[src/rtl/fft_window_loader.sv]
// fft_window_loader: front end of the 2048-point in-place DIT FFT.
// Takes real ADC samples, optionally applies a Hann window read from an
// external registered LUT, and writes {re, im=0} words into the FFT working
// RAM at bit-reversed addresses. Pulses fft_start when a frame is loaded, then
// refuses input until fft_done.
// Build option: define FFT_LOADER_HANN_EN to enable the windowed multiply;
// without it the window is rectangular and no multiplier is built.
module fft_window_loader #(
  parameter int width  = 16,
  parameter int N_LOG2 = 11
) (
  input  logic                    clk,
  input  logic                    reset_n,
  input  logic                    sample_valid,
  input  logic signed [width-6:0] sample,
  output logic                    sample_ready,
  output logic [N_LOG2-1:0]       win_idx,
  input  logic [width-1:0]        win_coef,
  output logic                    wr_en,
  output logic [N_LOG2-1:0]       wr_adr,
  output logic [2*width-1:0]      wr_data,
  output logic                    fft_start,
  input  logic                    fft_done,
  output logic                    busy,
  output logic                    overrun
);

  localparam int SW = width - 5;  // sample width

  typedef enum logic [1:0] {
    FILL,
    FLUSH,
    START,
    WAIT
  } state_t;

  state_t                  state, state_nxt;
  logic [N_LOG2-1:0]       count;
  logic [N_LOG2-1:0]       count_rev;
  logic                    accept;
  logic signed [SW-1:0]    s1_sample;
  logic [N_LOG2-1:0]       s1_adr;
  logic                    v1;
  logic signed [SW-1:0]    re_w;
  logic [width-1:0]        re_ext;

  assign accept = sample_valid && (state == FILL);

  // Bit-reverse the sample index to get the DIT input ordering.
  always_comb begin
    for (int i = 0; i < N_LOG2; i++) begin
      count_rev[i] = count[N_LOG2-1-i];
    end
  end

`ifdef FFT_LOADER_HANN_EN
  logic signed [width:0]    coef_ext;
  logic signed [SW+width:0] product;
  logic                     unused_prod_bits;

  // LUT is addressed with the index being accepted so its registered output
  // lines up with stage 1 on the following cycle.
  assign win_idx  = (state == FILL) ? count : '0;
  assign coef_ext = {1'b0, win_coef};
  assign product  = s1_sample * coef_ext;
  // Arithmetic shift right by width: the slice floors toward -inf and the
  // result is guaranteed to fit in the sample width.
  assign re_w     = product[SW+width-1:width];
  assign unused_prod_bits = ^{product[SW+width], product[width-1:0]};
`else
  logic unused_coef;

  assign win_idx     = '0;
  assign re_w        = s1_sample;
  assign unused_coef = ^win_coef;
`endif

  assign re_ext = {{(width-SW){re_w[SW-1]}}, re_w};

  // State register.
  // NOTE: sequential state is assigned with <= so every flop samples
  // pre-edge values regardless of statement order.
  always_ff @(posedge clk or negedge reset_n) begin
    if (!reset_n) state <= FILL;
    else          state <= state_nxt;
  end

  // Next-state and state-decoded outputs.
  // NOTE: every output gets a default before the case so no path leaves a
  // signal unassigned, which would infer a latch.
  always_comb begin
    state_nxt    = state;
    sample_ready = 1'b0;
    fft_start    = 1'b0;
    busy         = 1'b0;
    case (state)
      FILL: begin
        sample_ready = 1'b1;
        if (sample_valid && (count == '1)) state_nxt = FLUSH;
      end
      FLUSH: begin
        // Final write is on the bus once stage 1 has emptied.
        if (wr_en && !v1) state_nxt = START;
      end
      START: begin
        fft_start = 1'b1;
        state_nxt = WAIT;
      end
      WAIT: begin
        busy = 1'b1;
        if (fft_done) state_nxt = FILL;
      end
      default: state_nxt = FILL;
    endcase
  end

  // Sample index counter; wraps to 0 after the last index of a frame.
  always_ff @(posedge clk or negedge reset_n) begin
    if (!reset_n) begin
      count <= '0;
    end else if (accept) begin
      count <= count + 1'b1;
    end else if (state == WAIT && fft_done) begin
      count <= '0;
    end
  end

  // Stage 1: capture sample and its bit-reversed destination.
  always_ff @(posedge clk or negedge reset_n) begin
    if (!reset_n) begin
      s1_sample <= '0;
      s1_adr    <= '0;
      v1        <= 1'b0;
    end else begin
      v1 <= accept;
      if (accept) begin
        s1_sample <= sample;
        s1_adr    <= count_rev;
      end
    end
  end

  // Stage 2: windowed word onto the RAM write port.
  always_ff @(posedge clk or negedge reset_n) begin
    if (!reset_n) begin
      wr_en   <= 1'b0;
      wr_adr  <= '0;
      wr_data <= '0;
    end else begin
      wr_en <= v1;
      if (v1) begin
        wr_adr  <= s1_adr;
        wr_data <= {re_ext, {width{1'b0}}};
      end
    end
  end

  // Sticky overrun: any sample offered while not ready is lost.
  always_ff @(posedge clk or negedge reset_n) begin
    if (!reset_n)                         overrun <= 1'b0;
    else if (sample_valid && !sample_ready) overrun <= 1'b1;
  end

endmodule
[config.mk]
export PLATFORM = sky130hd
export DESIGN_NAME = fft_window_loader
export DESIGN_NICKNAME = d
export VERILOG_FILES = /design/src/rtl/fft_window_loader.sv
export SDC_FILE = /design/constraint.sdc
export NUM_CORES = 1
export LEC_CHECK = 0
export CORE_ASPECT_RATIO = 1.75
export CORE_MARGIN = 1
export CORE_UTILIZATION = 49
export CTS_CLUSTER_SIZE = 40
export DETAILED_ROUTE_END_ITERATION = 10
export GPL_TIMING_DRIVEN = 0
export PLACE_DENSITY = 0.9
export RECOVER_POWER = 25
export SYNTH_ARGS = -nofsm -noshare
export SYNTH_HDL_FRONTEND = slang
export SYNTH_SLANG_ARGS = --single-unit
[constraint.sdc]
create_clock -name clk -period 5.2 [get_ports clk]
set_clock_uncertainty 0.1 [all_clocks]
set_input_delay 0.52 -clock clk [delete_from_list [all_inputs] [get_ports clk]]
set_output_delay 0.52 -clock clk [all_outputs]
set_load 0.05 [all_outputs]
==> impl_metrics.yaml <==
clock_tree:
  root_buffer: "clkbuf_8"
  clk_pin_slew_ps: 60
  cts_tree: "yes"
  clockBufferDepth: 2
  cts_hold_buffers: 0
  h-tree-depth: 3
  clock_latency_ps: 330
  cts_made_buffers: 9
  cts_sinks: 60
  cts_resized: 0
  post_cts_buffers: 0
critical_path:
  path_common_cell: "clkbuf_1"
  cp.arrival_ps: 2820
  worstPathRequired_ps: 5200
  path_delay_family: "buffers and inverters"
  cp-startpoint: "reset_n"
  start_kind: "input port"
  crit_buf_inv: 2
  crit_slowest_cell: "clkbuf_1"
  r2r-start: "state[0]$_DFFE_PN0P_"
  worst-setup-path-type: "input port to async pin"
  max_stage_delay_ps: 1370
  r2r_setup_slack_ps: 3250
  crit_chain: "clkbuf_1 > clkbuf_1"
  path_max_fanout: 36
  end_kind: "async pin"
yosys:
  yosys_warnings: 0
  synth_seq_area_share: 0.560
  synthCells: 253
  syn_area_um2: 2680
  ys_ff_latch: 60
  synth_area_per_cell_um2: 10.6
  yosysUniqueCellTypes: 27
global_route:
  grt-ovfl-total: 0
  grt_pass1_vias: 1943
  grt_pass1_wl_mm: 8.65
  antenna_found_initial: 0
  track_usage: 0.201
  grt_max_degree: 37
pwr:
  comb_power_share: 0.243
  p_leak_nw: 1.81
  power_w: 0.00132
  p_clk_frac: 0.333
  p_per_area_nw_per_um2: 378
  seqPwrFrac: 0.424
  p_int_w: 0.000911
  swShare: 0.312
  peakVddDrop_mv: 0.308
  power.switching_w: 0.000414
sta:
  maxSlewViolCount: 37
  fin_crit_ps: 2820
  tns_ps: 0
  max_freq_ghz: 0.355
  rsz0062_at_grt: "false"
  finalHoldViolCount: 0
  setup_violations: 0
  finalCritPeriodShare: 0.542
  relSlewSlack: -0.194
  worst_pin_slew_ps: 1790
final_layout:
  nets: 373
  area_growth_pct: 31.0
  drive_above_1_share: 0.215
  insertedDiodeCount: 0
  layout_common_cells: "73 x nand2_1, 60 x dfrtp_1, 45 x clkdlybuf4s50_1, 33 x buf_4, 27 x conb_1"
  final_common_cell: "nand2_1"
  nFillCells: 412
die:
  dieArea_um2: 5780
  rows: 35
  dieHeight_um: 99.8
  io_pins: 90
  die_w_um: 57.9
  design.core.area_um2: 5260
  start_util: 0.510
routing:
  wl_mm: 5.12
  drcViolationCount: 6
  wl_per_cell_um: 13.0
  drt_iter0_markers: 57
  vias_per_cell: 5.02
  num_vias: 1984
  drtPass1Iterations: 7
  ant_nets: 0
placed_design:
  gp_congestion: 0.793
  hpwl_mm: 3.73
  numPortBuffers: 46
job:
  maxCapViolCount: 1
status:
  outcome: "complete, but fails checks"
  violations: "DRC, capacitance limit, slew limit"
min_path:
  hold_class: "input port to async pin"
## power by group through the flow
stage               logic, W  clock network, W  registers, W
floorplan           0.000148                 0      0.000642
global placement    0.000316                 0      0.000565
detailed placement  0.000324                 0      0.000569
CTS                 0.000325          0.000452      0.000561
global route        0.000342          0.000474      0.000570
finish              0.000322          0.000441      0.000561
## stage by stage
stage	instances	utilization	hold slack (ps)	instance area [um2]	worst slack, ps
global route	395	0.668	394	3510	1750
detailed placement	381	0.632	361	3320	2990
global placement	380	0.629	350	3310	1740
CTS	395	0.671	86.4	3530	2620
floorplan	279	-	124	2780	3170
finish	395	0.668	351	3510	2380
## layer usage
metal / part of all wire / vias up / global-route usage / wire [um]
met2: 0.53 / 84 / 0.337 / 2710
met1: 0.38 / 941 / 0.218 / 1920
met3: 0.054 / 20 / 0.0554 / 279
li1: - / 939 / - / -
met4: 0.042 / 0 / 0.126 / 214
met5: 0 / - / 0 / 0
## cells by family (layout without fill, tap and decap cells)
kind of cell,after synthesis,in the layout,share of synthesized area
other cells,1,27,0.00140
compound gates,23,23,0.0509
fa+ha+maj,5,5,0.0234
buf+inv,47,108,0.114
mux,26,26,0.108
flops,60,60,0.560
simple gates,91,91,0.142
## layout make-up
cell class,instances,area [um2],area share
Clock inverter,2,60.1,0.0171
Tap cell,55,68.8,0.0196
Timing Repair Buffer,47,458,0.131
Buffer,41,284,0.0810
Multi-Input combinational cell,172,968,0.276
Sequential cell,60,1500,0.428
Inverter,6,22.5,0.00642
Clock buffer,12,145,0.0414
## Yosys cell counts
| cell type | n | area share |
|---|---|---|
| and4_1 | 2 | 0.0065 |
| and3_1 | 3 | 0.0070 |
| buf_4 | 33 | 0.092 |
| mux2_1 | 1 | 0.0042 |
| nand2_1 | 73 | 0.10 |
| ha_1 | 5 | 0.023 |
| inv_1 | 6 | 0.0084 |
| a21oi_2 | 1 | 0.0033 |
| a21o_1 | 1 | 0.0028 |
| nor3_1 | 1 | 0.0019 |
| buf_2 | 5 | 0.0093 |
| clkbuf_1 | 2 | 0.0028 |
| nand2b_1 | 1 | 0.0023 |
| nand3_1 | 5 | 0.0093 |
| nand4_1 | 3 | 0.0070 |
| o21ai_0 | 12 | 0.022 |
| nor2_1 | 2 | 0.0028 |
| or3_1 | 1 | 0.0023 |
| a22o_1 | 2 | 0.0065 |
| mux2_2 | 22 | 0.092 |
| o32a_1 | 1 | 0.0037 |
| mux2i_1 | 3 | 0.011 |
| conb_1 | 1 | 0.0014 |
| a31oi_1 | 2 | 0.0047 |
| a21oi_1 | 4 | 0.0075 |
| buf_1 | 1 | 0.0014 |
| dfrtp_1 | 60 | 0.56 |
## state kept, by name, indices dropped and copies added, names as in the netlist
signal,count
wr_data,11
count,11
state,2
v1,1
s1_adr,11
wr_adr,11
overrun,1
wr_en,1
re_w,11
## worst paths after layout
path	to	cells past startpoint
worst max-delay path	count[9]$_DFFE_PN0P_	2
max in group clk	sample_ready	3
min in group clk	overrun$_DFFE_PN0P_	1
worst max register to register	count[8]$_DFFE_PN0P_	7
worst min-delay path	re_w[0]$_DFFE_PN0P_	1
worst min register to register	overrun$_DFFE_PN0P_	1
Power figures use the tool's default switching activity.
